===== src/rtl/ysyx_24070003_axil_pkg.sv =====
// Shared types and encodings for the AXI-Lite load initiator and its helpers.
package ysyx_24070003_axil_pkg;

  typedef enum logic [1:0] {
    ST_IDLE = 2'd0,
    ST_AR   = 2'd1,
    ST_R    = 2'd2,
    ST_RESP = 2'd3
  } axil_state_e;

  localparam logic [1:0] SZ_B = 2'd0;
  localparam logic [1:0] SZ_H = 2'd1;
  localparam logic [1:0] SZ_W = 2'd2;

  localparam logic [1:0] OKAY   = 2'd0;
  localparam logic [1:0] EXOKAY = 2'd1;
  localparam logic [1:0] SLVERR = 2'd2;
  localparam logic [1:0] DECERR = 2'd3;

  // Size code 3 has no legal encoding, so it is always treated as misaligned.
  function automatic logic is_misaligned(input logic [1:0] size, input logic [1:0] addr_lo);
    logic mis;
    mis = 1'b1;
    case (size)
      SZ_B:    mis = 1'b0;
      SZ_H:    mis = addr_lo[0];
      SZ_W:    mis = (addr_lo != 2'b00);
      default: mis = 1'b1;
    endcase
    return mis;
  endfunction

endpackage


===== src/rtl/ysyx_24070003_load_align.sv =====
// Byte-lane shift plus sign/zero extension of a read data word.
// Also meant to serve the cache refill path, so it stays purely combinational.
module ysyx_24070003_load_align
  import ysyx_24070003_axil_pkg::*;
#(
  parameter int DATA_WIDTH = 32
) (
  input  logic [DATA_WIDTH-1:0] rdata_i,
  input  logic [1:0]            addr_lo_i,
  input  logic [1:0]            size_i,
  input  logic                  signed_i,
  output logic [DATA_WIDTH-1:0] data_o
);

  logic [DATA_WIDTH-1:0] shifted;

  assign shifted = rdata_i >> {addr_lo_i, 3'b000};

  // Pick the addressed lane and extend it to the full word.
  always_comb begin
    data_o = shifted;
    case (size_i)
      SZ_B:    data_o = {{(DATA_WIDTH-8){signed_i & shifted[7]}}, shifted[7:0]};
      SZ_H:    data_o = {{(DATA_WIDTH-16){signed_i & shifted[15]}}, shifted[15:0]};
      default: data_o = shifted;
    endcase
  end

endmodule


===== src/rtl/ysyx_24070003_axil_rd_master.sv =====
// AXI-Lite read initiator for the LSU load path: one outstanding read,
// misaligned requests answered locally without touching the bus.
module ysyx_24070003_axil_rd_master
  import ysyx_24070003_axil_pkg::*;
#(
  parameter int ADDR_WIDTH = 32,
  parameter int DATA_WIDTH = 32
) (
  input  logic                  clock,
  input  logic                  rstn,
  input  logic                  req_valid,
  output logic                  req_ready,
  input  logic [ADDR_WIDTH-1:0] req_addr,
  input  logic [1:0]            req_size,
  input  logic                  req_signed,
  output logic                  resp_valid,
  output logic [DATA_WIDTH-1:0] resp_data,
  output logic                  resp_err,
  output logic [ADDR_WIDTH-1:0] AXI4_M_ARADDR,
  output logic                  AXI4_M_ARVALID,
  input  logic                  AXI4_M_ARREADY,
  input  logic [DATA_WIDTH-1:0] AXI4_M_RDATA,
  input  logic [1:0]            AXI4_M_RRESP,
  input  logic                  AXI4_M_RVALID,
  output logic                  AXI4_M_RREADY
);

  axil_state_e           state_q;
  logic                  req_ready_q;
  logic                  arvalid_q;
  logic                  rready_q;
  logic                  resp_valid_q;
  logic                  resp_err_q;
  logic [ADDR_WIDTH-1:0] araddr_q;
  logic [DATA_WIDTH-1:0] resp_data_q;
  logic [1:0]            addr_lo_q;
  logic [1:0]            size_q;
  logic                  signed_q;
  logic [DATA_WIDTH-1:0] load_data_d;

  ysyx_24070003_load_align #(
    .DATA_WIDTH (DATA_WIDTH)
  ) u_align (
    .rdata_i   (AXI4_M_RDATA),
    .addr_lo_i (addr_lo_q),
    .size_i    (size_q),
    .signed_i  (signed_q),
    .data_o    (load_data_d)
  );

  // Request/AR/R/response sequencing; every output is a register so no req_* input reaches the bus combinationally.
  always_ff @(posedge clock or negedge rstn) begin
    if (!rstn) begin
      state_q      <= ST_IDLE;
      req_ready_q  <= 1'b0;
      arvalid_q    <= 1'b0;
      rready_q     <= 1'b0;
      resp_valid_q <= 1'b0;
      resp_err_q   <= 1'b0;
      araddr_q     <= '0;
      resp_data_q  <= '0;
      addr_lo_q    <= 2'b00;
      size_q       <= SZ_B;
      signed_q     <= 1'b0;
    end else begin
      case (state_q)
        ST_IDLE: begin
          if (req_valid && req_ready_q) begin
            req_ready_q <= 1'b0;
            addr_lo_q   <= req_addr[1:0];
            size_q      <= req_size;
            signed_q    <= req_signed;
            if (is_misaligned(req_size, req_addr[1:0])) begin
              state_q      <= ST_RESP;
              resp_valid_q <= 1'b1;
              resp_err_q   <= 1'b1;
              resp_data_q  <= '0;
            end else begin
              state_q   <= ST_AR;
              arvalid_q <= 1'b1;
              araddr_q  <= {req_addr[ADDR_WIDTH-1:2], 2'b00};
            end
          end else begin
            req_ready_q <= 1'b1;
          end
        end
        ST_AR: begin
          if (AXI4_M_ARREADY) begin
            state_q   <= ST_R;
            arvalid_q <= 1'b0;
            rready_q  <= 1'b1;
          end
        end
        ST_R: begin
          if (AXI4_M_RVALID) begin
            state_q      <= ST_RESP;
            rready_q     <= 1'b0;
            resp_valid_q <= 1'b1;
            resp_data_q  <= load_data_d;
            resp_err_q   <= (AXI4_M_RRESP != OKAY);
          end
        end
        ST_RESP: begin
          state_q      <= ST_IDLE;
          resp_valid_q <= 1'b0;
          req_ready_q  <= 1'b1;
        end
        default: begin
          state_q <= ST_IDLE;
        end
      endcase
    end
  end

  assign req_ready      = req_ready_q;
  assign resp_valid     = resp_valid_q;
  assign resp_data      = resp_data_q;
  assign resp_err       = resp_err_q;
  assign AXI4_M_ARADDR  = araddr_q;
  assign AXI4_M_ARVALID = arvalid_q;
  assign AXI4_M_RREADY  = rready_q;

endmodule


===== config.mk =====
export PLATFORM = sky130hd
export DESIGN_NAME = ysyx_24070003_axil_rd_master
export DESIGN_NICKNAME = d
export VERILOG_FILES = /design/src/rtl/ysyx_24070003_axil_pkg.sv /design/src/rtl/ysyx_24070003_load_align.sv /design/src/rtl/ysyx_24070003_axil_rd_master.sv
export SDC_FILE = /design/constraint.sdc
export NUM_CORES = 1
export LEC_CHECK = 0
export ABC_CLOCK_PERIOD_IN_PS = 1930
export CAP_MARGIN = 25
export CORE_MARGIN = 2
export CORE_UTILIZATION = 44
export CTS_BUF_LIST = sky130_fd_sc_hd__clkbuf_4 sky130_fd_sc_hd__clkbuf_8 sky130_fd_sc_hd__clkbuf_16
export CTS_CLUSTER_DIAMETER = 80
export CTS_CLUSTER_SIZE = 16
export DETAILED_ROUTE_END_ITERATION = 10
export PLACE_DENSITY_LB_ADDON = 0.05
export SETUP_SLACK_MARGIN = 0.5
export SYNTH_ARGS = -nofsm -noshare
export SYNTH_HDL_FRONTEND = slang
export SYNTH_HIERARCHICAL = 1
export SYNTH_SLANG_ARGS = --single-unit

===== constraint.sdc =====
create_clock -name clock -period 1.93 [get_ports clock]
set_input_delay 0.193 -clock clock [delete_from_list [all_inputs] [get_ports clock]]
set_output_delay 0.193 -clock clock [all_outputs]
set_load 0.05 [all_outputs]

==> impl_metrics.yaml, run 1 <==
status:
  status: "finished clean"
logic_synthesis:
  ys_types: 49
  yosysTopAreaCell: "dfrtp_1"
  syn_area_per_cell_um2: 12.2
  synth.area.top_cells: "dfrtp_1 50%, mux2_1 9.0%, a22o_1 7.5%"
  ys_seq_area_share_pct: 49.5
  syn_area_um2: 3740
  synth_edf_count: 0
  ys_async_sr_fraction_pct: 100
  ys_warn_count: 6
  ys_ff_latch: 74
  synth.top_cell.area_share_pct: 49.5
  synthFlopType: "dfrtp_1"
  syn_inst: 306
sta:
  fin_worst_skew_ns: 0.00860
  worst_pin_slew_ns: 0.600
  rsz0062_at_grt: "true"
  timing.final.max_slew_violations: 0
  min_period_ns: 1.67
  hold_viol_final: 0
  max-slew-margin-rel_pct: 60.0
  setup_violations: 0
  max_freq_mhz: 598
  final.period_utilization_pct: 86.6
  finalSetupTns_ns: 0
floorplanning:
  start_util_pct: 45.5
  die_x_um: 96.2
  boundaryPins: 143
  die_h_um: 96.2
  coreArea_um2: 8220
  rows: 33
  die_area_um2: 9250
setup_path:
  crit_path_max_incr_delay_ns: 0.43
  end_kind: "register"
  arrival_ns: 1.90
  required_ns: 2.16
  cp.buffers_inverters: 2
  critPathTopFamily: "compound AO/OA/AOI/OAI gates"
  cp-start-kind: "register"
  slowest_stage: "dfrtp_1"
  crit_type: "register to register"
  crit_fanout: 7
  cp_cell_sequence: "inv_2 -> ha_4 -> a21boi_4 -> nor2_2 -> and3_4 -> buf_12 -> a22o_1"
finish:
  drive_gt1_share_pct: 39.2
  final_cell_mix: "72 x clkdlybuf4s50_1, 71 x dfrtp_1, 45 x clkbuf_2, 32 x a22o_1, 31 x mux2_4"
  fin_nets: 556
  diodes: 0
  final_common_cell: "clkdlybuf4s50_1"
  syn2layout_area_growth_pct: 55.7
  final_util_pct: 70.8
  instances_no_fill: 587
clocking:
  worstSkewPairLatency_ns: 0.34
  cts_buffers: 9
  ctsLongestPathBuffers: 2
  root_buffer: "clkbuf_8"
  htreeDepth: 3
  path_clk_slew_ns: 0.08
  cts_tree: "built"
  clock_sinks: 74
flow_run:
  drv_cap: 0
routing:
  drc_errors: 0
  vias_per_cell: 5.47
  drt-initial-drc-count: 129
  antenna_left: 0
  num_vias: 3210
  firstDrtPassIters: 4
  routed_wl_um: 11000
  wl_per_cell_um: 18.8
place:
  dp.cells: 553
  dp_hpwl_um: 7310
  port_buffers: 140
  place.gp.congestion: 0.862
min_path:
  min_path_type: "input pin to async pin"
grt:
  grt_pass1_wl_um: 15800
  grt_use_total_pct: 22.8
  grt_overflow: 0
  grt_pass1_vias: 3114
  grt_max_degree: 46
  antenna_found_initial: 0
power_and_ir_drop:
  power.density_nw_per_um2: 1940
  leakage_nw: 2.71
  irDropWorstVdd_mv: 0.926
## stage by stage
stage                     total power, W  instance area (um2)  hold WS [ns]  setup WS, ns
final                             0.0113                 5820         0.396         0.258
after CTS                         0.0109                 5740         0.406         0.300
after global routing              0.0119                 5820         0.440         0.175
after detailed placement         0.00962                 5400         0.239        0.0128
after global placement           0.00949                 5400         0.231        0.0452
after floorplan                  0.00747                 3820        -0.103         0.325
## timing repair
item,in CTS,in global routing
buffers inserted,7,5
setup endpoints to repair,133,116
gates cloned,1,4
gates resized for setup,144,103
hold buffers,1,0
pin swaps,0,12
endpoints found under the hold margin,43,0
## synth_stat cells, types with 2 or more instances
cell type and number:
buf_6 9, mux2_2 5, o21ai_0 3, nor3_2 2, dfrtp_1 74, o22ai_2 2, or2_2 6, ha_1 5
buf_4 2, nand2b_1 2, nand2_1 5, a21oi_1 20, a21boi_0 7, a211oi_1 7, or2_1 2, clkbuf_1 2
mux2i_1 18, mux2_1 30, o22ai_1 6, nor2_1 8, o2bb2ai_1 8, nor2b_1 12, a22o_1 32, buf_2 9
inv_1 5, o21ai_1 2
## layer usage
metal / vias to the layer above / wire (um) / GRT usage (%)
met3: 18 / 594 / 3.68
met1: 1614 / 4780 / 29.4
met4: 0 / 226 / 9.05
met2: 100 / 5420 / 38.2
li1: 1478 / - / -
met5: - / 0 / 0
## worst paths after layout
check                                    from           endpoint  slack [ns]  cells past startpoint
worst min register to register  resp_data[25]      resp_data[25]        0.51                      1
min in group clock               req_addr[24]  AXI4_M_ARADDR[24]        0.46                      2
worst min-delay path                     rstn  AXI4_M_ARADDR[30]        0.40                      2
worst max register to register     state_q[1]      resp_data[12]        0.26                      7
max in group asynchronous                rstn      resp_data[23]        0.87                      3
worst max-delay path               state_q[1]      resp_data[12]        0.26                      7
## sequential cells by signal (all words and copies together) (netlist names)
name            cells
AXI4_M_ARADDR      30
AXI4_M_ARVALID      1
AXI4_M_RREADY       1
addr_lo_q           2
req_ready           1
resp_data          32
resp_err            1
resp_valid          1
signed_q            1
size_q              2
state_q             2
## kinds of logic after synthesis
group / share of synthesized area [%]
flops: 49.5
fa+ha+maj: 1.67
buf+inv: 5.12
other cells: 0.100
compound gates: 20.4
simple gates: 6.83
mux: 16.1
xor+xnor: 0.234
## cell type report
class	instances	area, um2
clock buffer	10	138
clock inverter	6	65.1
fill	636	2400
inverter	5	18.8
multi-input combinational	205	1930
sequential	74	1860
tap	105	131
timing repair buffer	182	1680
## power by group
| group | leakage [nW] | internal (W) | switching, W |
|---|---|---|---|
| clock | 0.103 | 0.000635 | 0.000592 |
| combinational | 1.69 | 0.00302 | 0.00434 |
| sequential | 0.919 | 0.00224 | 0.000485 |
## worst reg2reg max path: cells and delay by family (launching register included)
kind,cells,cell delay (ns)
AO/OA/AOI/OAI,2,0.44
adder cells (fa/ha/maj),1,0.16
buffers and inverters,2,0.25
flip-flops,1,0.43
AND/OR/NAND/NOR,2,0.26
Note: power is estimated with default switching activity, not from simulation.
==> run 2: changes to the inputs <==
--- a/config.mk
+++ b/config.mk
@@ -10,7 +10,6 @@
 export CORE_MARGIN = 2
 export CORE_UTILIZATION = 44
 export CTS_BUF_LIST = sky130_fd_sc_hd__clkbuf_4 sky130_fd_sc_hd__clkbuf_8 sky130_fd_sc_hd__clkbuf_16
-export CTS_CLUSTER_DIAMETER = 80
 export CTS_CLUSTER_SIZE = 16
 export DETAILED_ROUTE_END_ITERATION = 10
 export PLACE_DENSITY_LB_ADDON = 0.05
==> results of run 2 <==
Final layout, timing and power as in run 1 (identical DEF).
